### src/rtl/phtrack_est_param_if.sv
// Bus interface for the pilot-based common-phase estimator: symbol/sample
// input side plus the valid/ready estimate output side.
interface phtrack_est_param_if #(
  parameter int DW = 16
);
  logic          start;
  logic          datin_val;
  logic [DW-1:0] datin_Re;
  logic [DW-1:0] datin_Im;
  logic [1:0]    alloc_vec;
  logic          sym_end;
  logic          mode;
  logic          filt_clr;
  logic [DW-1:0] ph_Re;
  logic [DW-1:0] ph_Im;
  logic          ph_oval;
  logic          ph_ordy;
  logic          ph_drop;
  logic          pcnt_err;

  modport master (
    output start, datin_val, datin_Re, datin_Im, alloc_vec, sym_end,
    output mode, filt_clr, ph_ordy,
    input  ph_Re, ph_Im, ph_oval, ph_drop, pcnt_err
  );

  modport slave (
    input  start, datin_val, datin_Re, datin_Im, alloc_vec, sym_end,
    input  mode, filt_clr, ph_ordy,
    output ph_Re, ph_Im, ph_oval, ph_drop, pcnt_err
  );
endinterface

### src/rtl/phtrack_est_param.sv
// Pilot-based common-phase estimator. De-rotates BPSK pilots, averages NP of
// them per symbol, optionally smooths across symbols with a first-order IIR,
// and presents the estimate through a valid/ready holding register.
module phtrack_est_param #(
  parameter int DW       = 16,
  parameter int LOG2_NP  = 3,
  parameter int ALPHA_SH = 2
) (
  input  logic                clk,
  input  logic                rst,
  phtrack_est_param_if.slave  bus
);

  localparam int AW = DW + LOG2_NP;
  localparam int CW = LOG2_NP + 1;
  localparam logic [CW-1:0] NP_C    = CW'(2**LOG2_NP);
  localparam logic [CW-1:0] NP_M1_C = CW'(2**LOG2_NP - 1);
  localparam logic [DW-1:0] MIN_C   = {1'b1, {(DW-1){1'b0}}};
  localparam logic [DW-1:0] MAX_C   = {1'b0, {(DW-1){1'b1}}};

  localparam logic [1:0] ST_ACC  = 2'd0;
  localparam logic [1:0] ST_AVG  = 2'd1;
  localparam logic [1:0] ST_FILT = 2'd2;

  // Negation that maps the most negative code to the most positive one.
  function automatic logic [DW-1:0] neg_sat(input logic [DW-1:0] x);
    logic [DW-1:0] r;
    if (x == MIN_C) begin
      r = MAX_C;
    end else begin
      r = -x;
    end
    return r;
  endfunction

  function automatic logic [AW-1:0] sext(input logic [DW-1:0] x);
    return {{LOG2_NP{x[DW-1]}}, x};
  endfunction

  // Clamp a DW+1 bit two's-complement value into DW bits.
  function automatic logic [DW-1:0] sat1(input logic [DW:0] x);
    logic [DW-1:0] r;
    if (x[DW] != x[DW-1]) begin
      r = x[DW] ? MIN_C : MAX_C;
    end else begin
      r = x[DW-1:0];
    end
    return r;
  endfunction

  // hist + ((avg - hist) >>> ALPHA_SH), carried at DW+1 bits.
  function automatic logic [DW-1:0] iir_step(input logic [DW-1:0] hist,
                                             input logic [DW-1:0] avg);
    logic signed [DW:0] h, a, d, s, t;
    h = $signed({hist[DW-1], hist});
    a = $signed({avg[DW-1], avg});
    d = a - h;
    s = d >>> ALPHA_SH;
    t = h + s;
    return sat1(t);
  endfunction

  logic [1:0]    state_q, state_d;
  logic [AW-1:0] acc_re_q, acc_re_d, acc_im_q, acc_im_d;
  logic [CW-1:0] cnt_q, cnt_d;
  logic          exc_q, exc_d;
  logic          err_q, err_d;
  logic [AW-1:0] cap_re_q, cap_re_d, cap_im_q, cap_im_d;
  logic [DW-1:0] avg_re_q, avg_re_d, avg_im_q, avg_im_d;
  logic [DW-1:0] hist_re_q, hist_re_d, hist_im_q, hist_im_d;
  logic          hist_empty_q, hist_empty_d;
  logic [DW-1:0] ph_re_q, ph_re_d, ph_im_q, ph_im_d;
  logic          oval_q, oval_d;
  logic          drop_q, drop_d;

  logic          pilot_s, accept_s, last_s, excess_s, short_s;
  logic [DW-1:0] samp_re_s, samp_im_s;
  logic [AW-1:0] sum_re_s, sum_im_s;
  logic          load_s, direct_s;
  logic [DW-1:0] filt_re_s, filt_im_s;

  // Pilot qualification, accumulation and pilot-count checking.
  always_comb begin
    pilot_s = bus.datin_val & ((bus.alloc_vec == 2'b01) | (bus.alloc_vec == 2'b10));
    if (bus.alloc_vec == 2'b10) begin
      samp_re_s = neg_sat(bus.datin_Re);
      samp_im_s = neg_sat(bus.datin_Im);
    end else begin
      samp_re_s = bus.datin_Re;
      samp_im_s = bus.datin_Im;
    end
    accept_s = pilot_s & ~bus.start & (cnt_q < NP_C);
    last_s   = accept_s & (cnt_q == NP_M1_C);
    excess_s = pilot_s & ~bus.start & (cnt_q >= NP_C) & ~exc_q;
    // A same-cycle pilot counts toward the total, so the NP-th pilot with
    // sym_end is a complete symbol.
    short_s  = ~bus.start & bus.datin_val & bus.sym_end & (cnt_q < NP_C) & ~last_s;
    sum_re_s = acc_re_q + sext(samp_re_s);
    sum_im_s = acc_im_q + sext(samp_im_s);

    acc_re_d = acc_re_q;
    acc_im_d = acc_im_q;
    cnt_d    = cnt_q;
    exc_d    = exc_q;
    if (bus.start) begin
      acc_re_d = {AW{1'b0}};
      acc_im_d = {AW{1'b0}};
      cnt_d    = {CW{1'b0}};
      exc_d    = 1'b0;
    end else if (short_s) begin
      acc_re_d = {AW{1'b0}};
      acc_im_d = {AW{1'b0}};
      cnt_d    = {CW{1'b0}};
    end else if (last_s) begin
      // Counter parks at NP so later pilots are flagged as excess.
      acc_re_d = {AW{1'b0}};
      acc_im_d = {AW{1'b0}};
      cnt_d    = NP_C;
    end else if (accept_s) begin
      acc_re_d = sum_re_s;
      acc_im_d = sum_im_s;
      cnt_d    = cnt_q + CW'(1);
    end else if (excess_s) begin
      exc_d    = 1'b1;
    end else begin
      exc_d    = exc_q;
    end
    err_d = short_s | excess_s;
  end

  // Estimate pipeline sequencing: capture, average, then filter.
  always_comb begin
    state_d  = state_q;
    cap_re_d = cap_re_q;
    cap_im_d = cap_im_q;
    avg_re_d = avg_re_q;
    avg_im_d = avg_im_q;
    case (state_q)
      ST_ACC: begin
        if (last_s) begin
          cap_re_d = sum_re_s;
          cap_im_d = sum_im_s;
          state_d  = ST_AVG;
        end else begin
          state_d  = ST_ACC;
        end
      end
      ST_AVG: begin
        // Arithmetic shift: truncation toward -inf.
        avg_re_d = DW'($signed(cap_re_q) >>> LOG2_NP);
        avg_im_d = DW'($signed(cap_im_q) >>> LOG2_NP);
        state_d  = ST_FILT;
      end
      ST_FILT: begin
        state_d  = ST_ACC;
      end
      default: begin
        state_d  = ST_ACC;
      end
    endcase
  end

  // IIR filter, history bookkeeping and the output holding register.
  always_comb begin
    load_s   = (state_q == ST_FILT);
    direct_s = ~bus.mode | hist_empty_q | bus.filt_clr;
    if (direct_s) begin
      filt_re_s = avg_re_q;
      filt_im_s = avg_im_q;
    end else begin
      filt_re_s = iir_step(hist_re_q, avg_re_q);
      filt_im_s = iir_step(hist_im_q, avg_im_q);
    end

    hist_re_d    = hist_re_q;
    hist_im_d    = hist_im_q;
    hist_empty_d = hist_empty_q;
    ph_re_d      = ph_re_q;
    ph_im_d      = ph_im_q;
    oval_d       = oval_q;
    drop_d       = 1'b0;
    if (load_s) begin
      hist_re_d    = filt_re_s;
      hist_im_d    = filt_im_s;
      hist_empty_d = 1'b0;
      ph_re_d      = filt_re_s;
      ph_im_d      = filt_im_s;
      oval_d       = 1'b1;
      drop_d       = oval_q & ~bus.ph_ordy;
    end else begin
      if (bus.filt_clr) begin
        hist_empty_d = 1'b1;
      end else begin
        hist_empty_d = hist_empty_q;
      end
      if (oval_q & bus.ph_ordy) begin
        oval_d = 1'b0;
      end else begin
        oval_d = oval_q;
      end
    end
  end

  // Accumulator, pilot counter and error pulse registers.
  always_ff @(posedge clk or negedge rst) begin
    if (!rst) begin
      acc_re_q <= {AW{1'b0}};
      acc_im_q <= {AW{1'b0}};
      cnt_q    <= {CW{1'b0}};
      exc_q    <= 1'b0;
      err_q    <= 1'b0;
    end else begin
      acc_re_q <= acc_re_d;
      acc_im_q <= acc_im_d;
      cnt_q    <= cnt_d;
      exc_q    <= exc_d;
      err_q    <= err_d;
    end
  end

  // Pipeline state and stage registers.
  always_ff @(posedge clk or negedge rst) begin
    if (!rst) begin
      state_q  <= ST_ACC;
      cap_re_q <= {AW{1'b0}};
      cap_im_q <= {AW{1'b0}};
      avg_re_q <= {DW{1'b0}};
      avg_im_q <= {DW{1'b0}};
    end else begin
      state_q  <= state_d;
      cap_re_q <= cap_re_d;
      cap_im_q <= cap_im_d;
      avg_re_q <= avg_re_d;
      avg_im_q <= avg_im_d;
    end
  end

  // Filter history and output register.
  always_ff @(posedge clk or negedge rst) begin
    if (!rst) begin
      hist_re_q    <= {DW{1'b0}};
      hist_im_q    <= {DW{1'b0}};
      hist_empty_q <= 1'b1;
      ph_re_q      <= {DW{1'b0}};
      ph_im_q      <= {DW{1'b0}};
      oval_q       <= 1'b0;
      drop_q       <= 1'b0;
    end else begin
      hist_re_q    <= hist_re_d;
      hist_im_q    <= hist_im_d;
      hist_empty_q <= hist_empty_d;
      ph_re_q      <= ph_re_d;
      ph_im_q      <= ph_im_d;
      oval_q       <= oval_d;
      drop_q       <= drop_d;
    end
  end

  assign bus.ph_Re    = ph_re_q;
  assign bus.ph_Im    = ph_im_q;
  assign bus.ph_oval  = oval_q;
  assign bus.ph_drop  = drop_q;
  assign bus.pcnt_err = err_q;

endmodule
### src/flat_wrapper.sv
// flat-port wrapper written by rule: the top's interface ports become plain ports
module phtrack_est_param_flat 
#(
  parameter int DW       = 16,
  parameter int LOG2_NP  = 3,
  parameter int ALPHA_SH = 2
)
  (clk, rst, bus_start, bus_datin_val, bus_datin_Re, bus_datin_Im, bus_alloc_vec, bus_sym_end, bus_mode, bus_filt_clr, bus_ph_ordy, bus_ph_Re, bus_ph_Im, bus_ph_oval, bus_ph_drop, bus_pcnt_err);
  phtrack_est_param_if #(.DW(DW)) bus_i ();
  input  logic clk;
  input  logic rst;
  input wire logic [$bits(bus_i.start)-1:0] bus_start;
  input wire logic [$bits(bus_i.datin_val)-1:0] bus_datin_val;
  input wire logic [$bits(bus_i.datin_Re)-1:0] bus_datin_Re;
  input wire logic [$bits(bus_i.datin_Im)-1:0] bus_datin_Im;
  input wire logic [$bits(bus_i.alloc_vec)-1:0] bus_alloc_vec;
  input wire logic [$bits(bus_i.sym_end)-1:0] bus_sym_end;
  input wire logic [$bits(bus_i.mode)-1:0] bus_mode;
  input wire logic [$bits(bus_i.filt_clr)-1:0] bus_filt_clr;
  input wire logic [$bits(bus_i.ph_ordy)-1:0] bus_ph_ordy;
  output wire logic [$bits(bus_i.ph_Re)-1:0] bus_ph_Re;
  output wire logic [$bits(bus_i.ph_Im)-1:0] bus_ph_Im;
  output wire logic [$bits(bus_i.ph_oval)-1:0] bus_ph_oval;
  output wire logic [$bits(bus_i.ph_drop)-1:0] bus_ph_drop;
  output wire logic [$bits(bus_i.pcnt_err)-1:0] bus_pcnt_err;
  assign bus_i.start = bus_start;
  assign bus_i.datin_val = bus_datin_val;
  assign bus_i.datin_Re = bus_datin_Re;
  assign bus_i.datin_Im = bus_datin_Im;
  assign bus_i.alloc_vec = bus_alloc_vec;
  assign bus_i.sym_end = bus_sym_end;
  assign bus_i.mode = bus_mode;
  assign bus_i.filt_clr = bus_filt_clr;
  assign bus_i.ph_ordy = bus_ph_ordy;
  assign bus_ph_Re = bus_i.ph_Re;
  assign bus_ph_Im = bus_i.ph_Im;
  assign bus_ph_oval = bus_i.ph_oval;
  assign bus_ph_drop = bus_i.ph_drop;
  assign bus_pcnt_err = bus_i.pcnt_err;
  phtrack_est_param #(.DW(DW), .LOG2_NP(LOG2_NP), .ALPHA_SH(ALPHA_SH)) u_core (.clk(clk), .rst(rst), .bus(bus_i));
endmodule
### config.mk
export PLATFORM = sky130hd
export DESIGN_NAME = phtrack_est_param_flat
export DESIGN_NICKNAME = d
export VERILOG_FILES = /design/src/rtl/phtrack_est_param_if.sv /design/src/rtl/phtrack_est_param.sv /design/src/flat_wrapper.sv
export SDC_FILE = /design/constraint.sdc
export NUM_CORES = 1
export LEC_CHECK = 0
export ABC_CLOCK_PERIOD_IN_PS = 9600
export BUFFER_PORTS_ARGS = -buffer_cell sky130_fd_sc_hd__buf_4
export CAP_MARGIN = 20
export CORE_MARGIN = 2
export CORE_UTILIZATION = 65
export CTS_BUF_LIST = sky130_fd_sc_hd__clkbuf_4
export DETAILED_ROUTE_END_ITERATION = 7
export PLACE_DENSITY = 0.85
export SYNTH_ARGS = -nofsm -noshare
export SYNTH_HDL_FRONTEND = slang
export SYNTH_SLANG_ARGS = --single-unit
export TNS_END_PERCENT = 50
### constraint.sdc
create_clock -name clk -period 9.6 [get_ports clk]
set_clock_uncertainty 0.2 [all_clocks]
set_input_delay 2.4 -clock clk [delete_from_list [all_inputs] [get_ports clk]]
set_output_delay 2.4 -clock clk [all_outputs]
set_load 0.02 [all_outputs]
======== Word level (Yosys, flattened, before mapping) ========
Cells that the tools add are included.
storage, ports and cells
  register bits ........................... 151
  latch bits .............................. 0
  bits in writable memories ............... 0
  bits in read-only memories .............. 0
  input port bits ......................... 42
  output and inout bits ................... 35
  word-level logic and storage cells ...... 100
  memories ................................ 0
operators by class
  add/sub/neg operators ................... 9
  $mul .................................... 0
  divide/modulo/power cells ............... 0
  magnitude comparators ................... 2
  equal/unequal tests ..................... 12
  shift operators ......................... 0
  mux-type cells .......................... 34
  bitwise gates (word level) .............. 21
  reduce and logical (&&, ||, !) cells .... 7
operators with widths
  operator                                                                count
  16-bit 2-to-1 mux                                                       10
  19-bit 2-to-1 mux                                                       8
  19-bit adder                                                            2
  16-bit by 15-bit adder with 17-bit output                               2
  16-bit by 16-bit subtractor with 17-bit output                          2
  16-bit equality test (second input constant)                            2
  16-bit negator                                                          2
  4-bit 2-to-1 mux                                                        4
  1-bit bitwise AND                                                       12
  1-bit 2-to-1 mux                                                        11
  2-bit != test (second input constant)                                   3
  2-bit nonzero test                                                      3
  1-bit inverter                                                          5
  4-bit by 1-bit adder with 4-bit output (second input constant)          1
  2-bit by 1-bit equality test with 1-bit output (second input constant)  2
  2-bit equality test (second input constant)                             2
  4-bit by 3-bit equality test with 1-bit output (second input constant)  1
  4-bit >= comparator (second input constant)                             1
  4-bit < comparator (second input constant)                              1
  1-bit bitwise OR                                                        4
  2-bit one-hot mux with 2 select lines                                   1
  4-bit AND reduction                                                     1
  4-bit nonzero test                                                      1
  2-bit zero test                                                         1
  other kinds (2)                                                         3

======== Depth between registers and ports, before layout ========
Gate-level depths: netlist of the first run.
  depth in word-level cells ............... 11
  depth in mapped cells ................... 22
  mapped depth without buffers ............ 21

======== Worst setup path after synthesis of the first run ========
OpenSTA, ideal clock, no wires.
  path type ............................... input -> register
  start ................................... input port bus_datin_Re[0]
  end ..................................... register u_core.cap_re_q[17]
  library setup time ...................... 0.125 ns
  arrival ................................. 6.630 ns
  data required time ...................... 9.275 ns
  setup slack ............................. 2.645 ns
  stages on the path ...................... 20
  buffers on the path ..................... 0
  cells stage by stage .................... inv_1 ha_1 nor3b_1 nand3_1 or3_1 or3_1 or3_1 nor2_1 nor2_1 a21oi_1 ha_1 a21o_1 a21oi_1 o21bai_1 o31a_1 o41ai_1 o311a_1 o21ai_0 xor2_1 mux2_2
between the ends
  longest elaborated chain between the ends .. 4
  elaborated cells on any way between the ends .. 5
  classes of those cells .................. add/sub: 2; eq/ne: 1; mux: 2
ends and longest elaborated chain
  item                                                           line                                              source
  from (decl)                                                    flat_wrapper.sv:14                                input wire logic [$bits(bus_i.datin_Re)-1:0] bus_datin_Re;
  16-bit negator / 16-bit equality test (equally long branches)  phtrack_est_param.sv:31, phtrack_est_param.sv:28
  16-bit 2-to-1 mux                                              phtrack_est_param.sv:28                           if (x == MIN_C) begin
  16-bit 2-to-1 mux *                                            phtrack_est_param.sv:85                           if (bus.alloc_vec == 2'b10) begin
  19-bit adder *                                                 phtrack_est_param.sv:98                           sum_re_s = acc_re_q + sext(samp_re_s);
  to (signal assigned)                                           phtrack_est_param.sv:225                          cap_re_q <= {AW{1'b0}};
  to (signal assigned)                                           phtrack_est_param.sv:231                          cap_re_q <= cap_re_d;
  to (decl)                                                      phtrack_est_param.sv:68                           logic [AW-1:0] cap_re_q, cap_re_d, cap_im_q, cap_im_d;
Mark *: on every way between the ends. The rest lies on a longest branch, timed or not.
A chain may end at the register's enable or synchronous reset.

======== Worst setup path in the final report of the first run ========
Ends and elaborated chain as after synthesis.

==> results of run 1 <==
==> routing by layer <==
| layer | track usage [%] | wire length, µm | up-vias |
|---|---|---|---|
| met5 | 0 | 0 | - |
| met4 | 7.78 | 480 | 0 |
| met3 | 4.58 | 1280 | 52 |
| met2 | 48.4 | 12100 | 296 |
| met1 | 41.5 | 12300 | 4572 |
| li1 | - | - | 4615 |
==> power groups by stage <==
stage / Combinational [µW] / Sequential [µW] / Clock [µW]
after floorplan: 128 / 634 / 0
final: 198 / 624 / 381
after global routing: 221 / 625 / 409
after global placement: 188 / 635 / 0
after detailed placement: 193 / 635 / 0
after CTS: 195 / 624 / 383
==> per-stage QoR <==
stage | util (%) | instances | area (µm²)
finish | 72.9 | 1525 | 12100
global route | 72.9 | 1525 | 12100
CTS | 72.8 | 1523 | 12100
detailed placement | 71.2 | 1491 | 11800
global placement | 71.2 | 1491 | 11800
floorplan | - | 1227 | 11100
==> placed cells by master, fill, tap and decap left out, types with 6 or more instances in the layout <==
cell type and n:
or2_2 6, o31ai_1 6, and3_1 10, ha_1 107, a21o_1 32, a211oi_1 6, xnor2_1 46, o221ai_1 19
nand2_1 98, nor2_1 76, xor2_1 41, or3_1 18, buf_4 83, mux2_2 63, nand3_1 26, dfrtp_1 144
nor3_1 21, a31oi_1 21, inv_1 72, o21a_1 15, o21ai_0 96, a22o_1 32, o21bai_1 13, clkbuf_4 17
o211ai_1 12, and2_1 7, a21oi_1 84, nand2b_1 21, nor2b_1 13
==> logic make-up (layout without fill, tap and decap cells) <==
family / after synthesis / in the layout / synth area share [%]
AND/OR/NAND/NOR: 320 / 320 / 14.0
multiplexers: 65 / 65 / 6.58
buffers and inverters: 113 / 190 / 3.93
XOR/XNOR: 89 / 89 / 7.17
AO/OA/AOI/OAI: 384 / 384 / 22.8
adder cells (fa/ha/maj): 111 / 111 / 12.8
other: 0 / 1 / 0
flip-flops: 145 / 145 / 32.8
==> worst register-to-register path: stages, from the launching register on <==
cell	delay, ns
dfrtp_1	0.49
inv_1	0.10
ha_1	0.30
a21o_1	0.18
a21oi_1	0.27
o21ai_1	0.22
o311ai_0	0.54
o21ai_0	0.29
a211o_1	0.36
a21o_1	0.21
o21ai_0	0.30
ha_1	0.37
and2_1	0.20
a221oi_1	0.32
o21ai_0	0.19
a41oi_1	0.45
nand2_1	0.28
and2_1	0.28
o21ai_1	0.45
o211ai_1	0.20
==> worst max path at each step <==
stage,end,slack (ns),cells past startpoint
finish,u_core.cap_re_q[17],2.48,20
global route,u_core.cap_re_q[17],2.11,20
CTS,u_core.cap_re_q[17],2.62,20
detailed placement,u_core.cap_re_q[17],2.01,20
global placement,u_core.cap_re_q[17],2.15,20
floorplan,u_core.cap_re_q[17],2.65,20
==> registers in the layout (all words and copies together), names as in the netlist <==
signal and cells:
u_core.cap_im_q 16, u_core.avg_im_q 16, u_core.cap_re_q 16, u_core.exc_q 1, u_core.hist_empty_q 1, u_core.bus.pcnt_err 1, u_core.avg_re_q 16, u_core.cnt_q 4
u_core.acc_im_q 19, u_core.state_q 2, u_core.hist_im_q 16, u_core.bus.ph_oval 1, u_core.hist_re_q 16, u_core.bus.ph_drop 1, u_core.acc_re_q 19
==> area by class of cell <==
cell class | instances | area, µm²
Fill cell | 1265 | 4500
Clock inverter | 15 | 135
Sequential cell | 145 | 3630
Antenna cell | 1 | 2.50
Multi-Input combinational cell | 969 | 7030
Inverter | 73 | 274
Clock buffer | 17 | 128
Timing Repair Buffer | 85 | 662
Tap cell | 220 | 275
==> metrics.yaml, run 1 <==
run_status:
  outcome: "finished clean"
global_route:
  antenna_found_initial: 1
  track_usage_pct: 29.6
  grt_max_degree: 81
  grt_pass1_wl_um: 43500
  grt_pass1_vias: 9056
  gr-total-overflow: 0
worst_setup_path:
  rrSetupSlack_ns: 3.25
  cp_cell_sequence: "buf_4, inv_1, ha_1, nor3b_1, nand3_1, or3_1, or3_1, or3_1, o21ai_1, o21ai_0, o21ai_0, ha_1, a21oi_1, o21bai_1, o31a_1, o41ai_1, o311a_1, o21ai_0, xor2_1, mux2_2"
  path_delay_family: "compound AO/OA/AOI/OAI gates"
  cp_max_fo: 7
  crit_path_end_kind: "flip-flop"
  crit_type: "in2reg"
  startpoint: "bus_datin_Re[0]"
  r2r-end: "u_core.hist_im_q[3]"
  rr_worst_depth: 19
  r2r_start: "u_core.hist_im_q[1]"
  max_stage_delay_ns: 0.62
  cp-start-kind: "input pin"
  arrival_ns: 7.40
  slowest_stage: "o41ai_1"
  critPathRequiredTime_ns: 9.88
  critPathBufInv: 2
power_and_ir_drop:
  p_per_area_mw_per_mm2: 99.1
  p_clk_share_pct: 31.7
  p_sw_uw: 374
  p_leak_uw: 0.00611
  power.internal_uw: 829
  seqPwrFrac_pct: 51.8
  power.total_uw: 1200
  pwr-share-comb_pct: 16.5
  switching_share_pct: 31.1
  peakVddDrop_v: 0.0000678
clock_network:
  postCtsSetupRepairBufs: 0
  h-tree-depth: 4
  cts_tree: "yes"
  cts_inserted_buffers: 17
  cts-root-buf: "clkbuf_4"
  cts_sinks: 145
  postCtsHoldBufs: 0
  cts_resized: 0
  clk_latency_ns: 0.58
  cts_buffer_depth: 2
  clk_pin_slew_ns: 0.14
min_path:
  worstHoldPathType: "reg2reg"
  whs_path_depth: 2
  worstHoldStart: "u_core.acc_im_q[2]"
  holdPathEnd: "u_core.acc_im_q[2]"
logic_synthesis:
  synth_top_area_share_pct: 32.5
  yosys.area.top_type: "dfrtp_1"
  ys_seq_area_share_pct: 32.8
  yosys-top-cells-area: "dfrtp_1, ha_1, mux2_2"
  synth.avg_cell_area_um2: 9.03
  synth_fp_nets: 1380
  synth_seq_cells: 145
  yosys_warnings: 0
  synth_edf_count: 0
  synthArstFlopShare_pct: 100
  syn_area_mm2: 0.0111
  synth.top_cells.by_count: "dfrtp_1, ha_1, nand2_1"
  synth_cell_types: 70
  synthCells: 1227
  synthFlopType: "dfrtp_1"
  synth_most_common_cell: "dfrtp_1"
routing:
  postRouteAntennaNets: 0
  wl_per_cell_um: 17.2
  vias: 9535
  drc: 0
  first_iter_violations: 744
  via_per_inst: 6.25
  wirelength_um: 26200
  dr.pass1.iters: 5
floorplan:
  design.die.area_mm2: 0.0181
  die_y_um: 135
  start_util_pct: 66.6
  core_area_mm2: 0.0166
  fp.dieW_um: 135
  num_rows: 47
  io_pins: 77
sta:
  tns_ns: 0
  fmax_ghz: 0.141
  drv_slew: 0
  tightestPinTransition_ns: 0.925
  fin_ws_ns: 2.48
  hold_ws_ns: 0.315
  finalHoldViolCount: 0
  rsz0062_at_grt: "no"
  finalSetupViolations: 0
  timing.slew.headroom_pct: 38.3
  layout_min_cycle_time_ns: 7.12
  min_period_over_period_pct: 74.1
flow_run:
  maxCapViolCount: 0
place:
  globalplace.congestion: 0.924
  portBuffers: 76
  hpwlAfterDp_um: 19400
  place_ws_ns: 2.01
finish:
  layout-drive-gt1-share_pct: 15.2
  nets: 1444
  area_growth_pct: 9.54
Power figures use the tool's default switching activity.
==> inputs of run 2 (changes only) <==
ABC_CLOCK_PERIOD_IN_PS = 6500   (was 9600)
CORE_UTILIZATION = 57   (was 65)
PLACE_DENSITY = 0.79   (was 0.85)
clock period = 6.5 ns   (was 9.6 ns; I/O delays follow)
==> run 2 against run 1 <==
  * Clock-buffer cell count is 1 higher
  * Total power up 49%
  * Highest routed layer unchanged
  * Sequential share of layout area is 0.35 points lower
  * Critical path type unchanged
==> metrics.yaml, run 2 (synthesized netlist as in run 1, its figures left out) <==
finish:
  n_fill_cell: 1597
  regArea_mm2: 0.00363
  layout-drive-gt1-share_pct: 16.0
  multi_input_area_mm2: 0.00704
  reg.largest.list: "u_core.acc_im_q x19, u_core.acc_re_q x19"
  mostFrequentLayoutCells: "dfrtp_1, ha_1, nand2_1"
  final_cells: 1575
  mostFrequentLayoutCell: "dfrtp_1"
  nets: 1454
  fin_util_pct: 65.0
  area_growth_pct: 10.9
worst_setup_path:
  critPathRequiredTime_ns: 6.76
  arrival_ns: 6.33
  cp_max_fo: 7
  crit_path_end_kind: "flip-flop"
  r2r-end: "u_core.hist_im_q[4]"
  cp-start-kind: "input pin"
  crit_type: "in2reg"
  rrSetupSlack_ns: 0.56
  rr_worst_depth: 19
  r2r_start: "u_core.hist_im_q[1]"
min_path:
  worstHoldPathType: "reg2reg"
  worstHoldStart: "u_core.cap_im_q[18]"
  whs_path_depth: 2
  holdPathEnd: "u_core.cap_im_q[18]"
clock_network:
  clk_pin_slew_ns: 0.12
  h-tree-depth: 4
  cts_sinks: 145
  cts_inserted_buffers: 17
  cts_tree: "yes"
  cts_resized: 0
  postCtsHoldBufs: 0
  postCtsSetupRepairBufs: 0
  clk_latency_ns: 0.57
  cts_buffer_depth: 2
  cts-root-buf: "clkbuf_4"
place:
  portBuffers: 76
  hpwlAfterDp_um: 19000
  globalplace.congestion: 0.896
  placedCellCount: 1541
routing:
  wirelength_um: 25400
  via_per_inst: 5.98
  drc: 0
  postRouteAntennaNets: 0
  wl_per_cell_um: 16.2
  first_iter_violations: 640
  vias: 9419
  dr.pass1.iters: 8
floorplan:
  design.die.area_mm2: 0.0206
  die_y_um: 143
  core_area_mm2: 0.0189
  num_rows: 50
  fp.dieW_um: 143
  start_util_pct: 58.6
  io_pins: 77
global_route:
  grt_pass1_wl_um: 42500
  gr-total-overflow: 0
  grt_max_degree: 105
  track_usage_pct: 25.5
  grt_pass1_vias: 8847
  antenna_found_initial: 1
sta:
  finalSetupViolations: 0
  drv_slew: 0
  rsz0062_at_grt: "no"
  fmax_ghz: 0.165
  tns_ns: 0
  tightestPinTransition_ns: 0.928
  min_period_over_period_pct: 93.3
  timing.slew.headroom_pct: 38.1
  layout_min_cycle_time_ns: 6.07
  finalHoldViolCount: 0
power_and_ir_drop:
  peakVddDrop_v: 0.000114
  p_leak_uw: 0.00616
  p_per_area_mw_per_mm2: 146
  power.total_uw: 1800
flow_run:
  maxCapViolCount: 0
run_status:
  outcome: "finished clean"
-- run 2: cell types whose count changed in the layout (fill, tap and decap cells not counted) --
cell / before / now
buf_4: 83 / 93
clkinv_2: 1 / 4
clkinv_4: 4 / 1
inv_6: 4 / 2
a41oi_1: 2 / 1
a41oi_2: 0 / 1
bufinv_16: 1 / 2
clkbuf_4: 17 / 18
clkinv_1: 3 / 2
clkinvlp_4: 3 / 4
o311ai_0: 2 / 1
o311ai_1: 0 / 1
-- run 2: how the worst max path moves through the flow --
stage,start,endpoint,slack (ns)
6_report,bus_datin_Re[0],u_core.cap_re_q[17],0.43
5_1_grt,u_core.hist_im_q[1],u_core.hist_im_q[3],0.09
4_1_cts,u_core.hist_im_q[1],u_core.hist_im_q[4],0.29
3_5_place_dp,bus_datin_Re[0],u_core.cap_re_q[17],-0.16
3_3_place_gp,bus_datin_Re[0],u_core.cap_re_q[17],0.006
2_1_floorplan,bus_datin_Re[0],u_core.cap_re_q[17],0.32
-- run 2: report_power, final --
group | total [µW] | internal [µW] | switching [µW]
Clock | 582 | 230 | 352
Sequential | 921 | 913 | 8.10
Combinational | 293 | 120 | 173
Total | 1800 | 1260 | 533
-- run 2: through the flow --
| step | instance area, µm² | hold WS (ns) | worst slack, ns |
|---|---|---|---|
| global placement | 12000 | 0.265 | 0.00562 |
| global route | 12300 | 0.333 | 0.0869 |
| floorplan | 11100 | 0.244 | 0.320 |
| CTS | 12200 | 0.312 | 0.285 |
| finish | 12300 | 0.302 | 0.433 |
| detailed placement | 12000 | 0.280 | -0.160 |
-- run 2: area by class of cell --
type                    instances  area share, %
clock buffers                  18           1.10
inverters                      73           2.23
diodes                          1         0.0204
clock inverters                14           1.14
multi-input cells             969           57.3
repair buffers                 95           6.00
well taps                     260           2.65
flip-flops and latches        145           29.6
-- run 2: metal layers --
layer | routed length [µm] | global-route usage, % | share of wire (%) | vias up
li1 | - | - | - | 4636
met1 | 12400 | 37.3 | 49 | 4497
met2 | 11500 | 40.0 | 45 | 258
met3 | 1180 | 3.67 | 4.6 | 28
met4 | 335 | 6.35 | 1.3 | 0
met5 | 0 | 0 | 0 | -
-- run 2: worst max-delay path, stage by stage --
cell	delay, ns
buf_4	0.12
inv_1	0.07
ha_1	0.18
nor3b_1	0.37
nand3_1	0.14
or3_1	0.38
or3_1	0.35
or3_1	0.37
o21ai_1	0.35
o21ai_0	0.12
o21ai_0	0.11
ha_1	0.29
a21oi_1	0.22
o21bai_1	0.12
o31a_1	0.26
o41ai_1	0.27
buf_4	0.20
o311a_1	0.21
o21ai_0	0.12
xor2_1	0.18
mux2_2	0.28
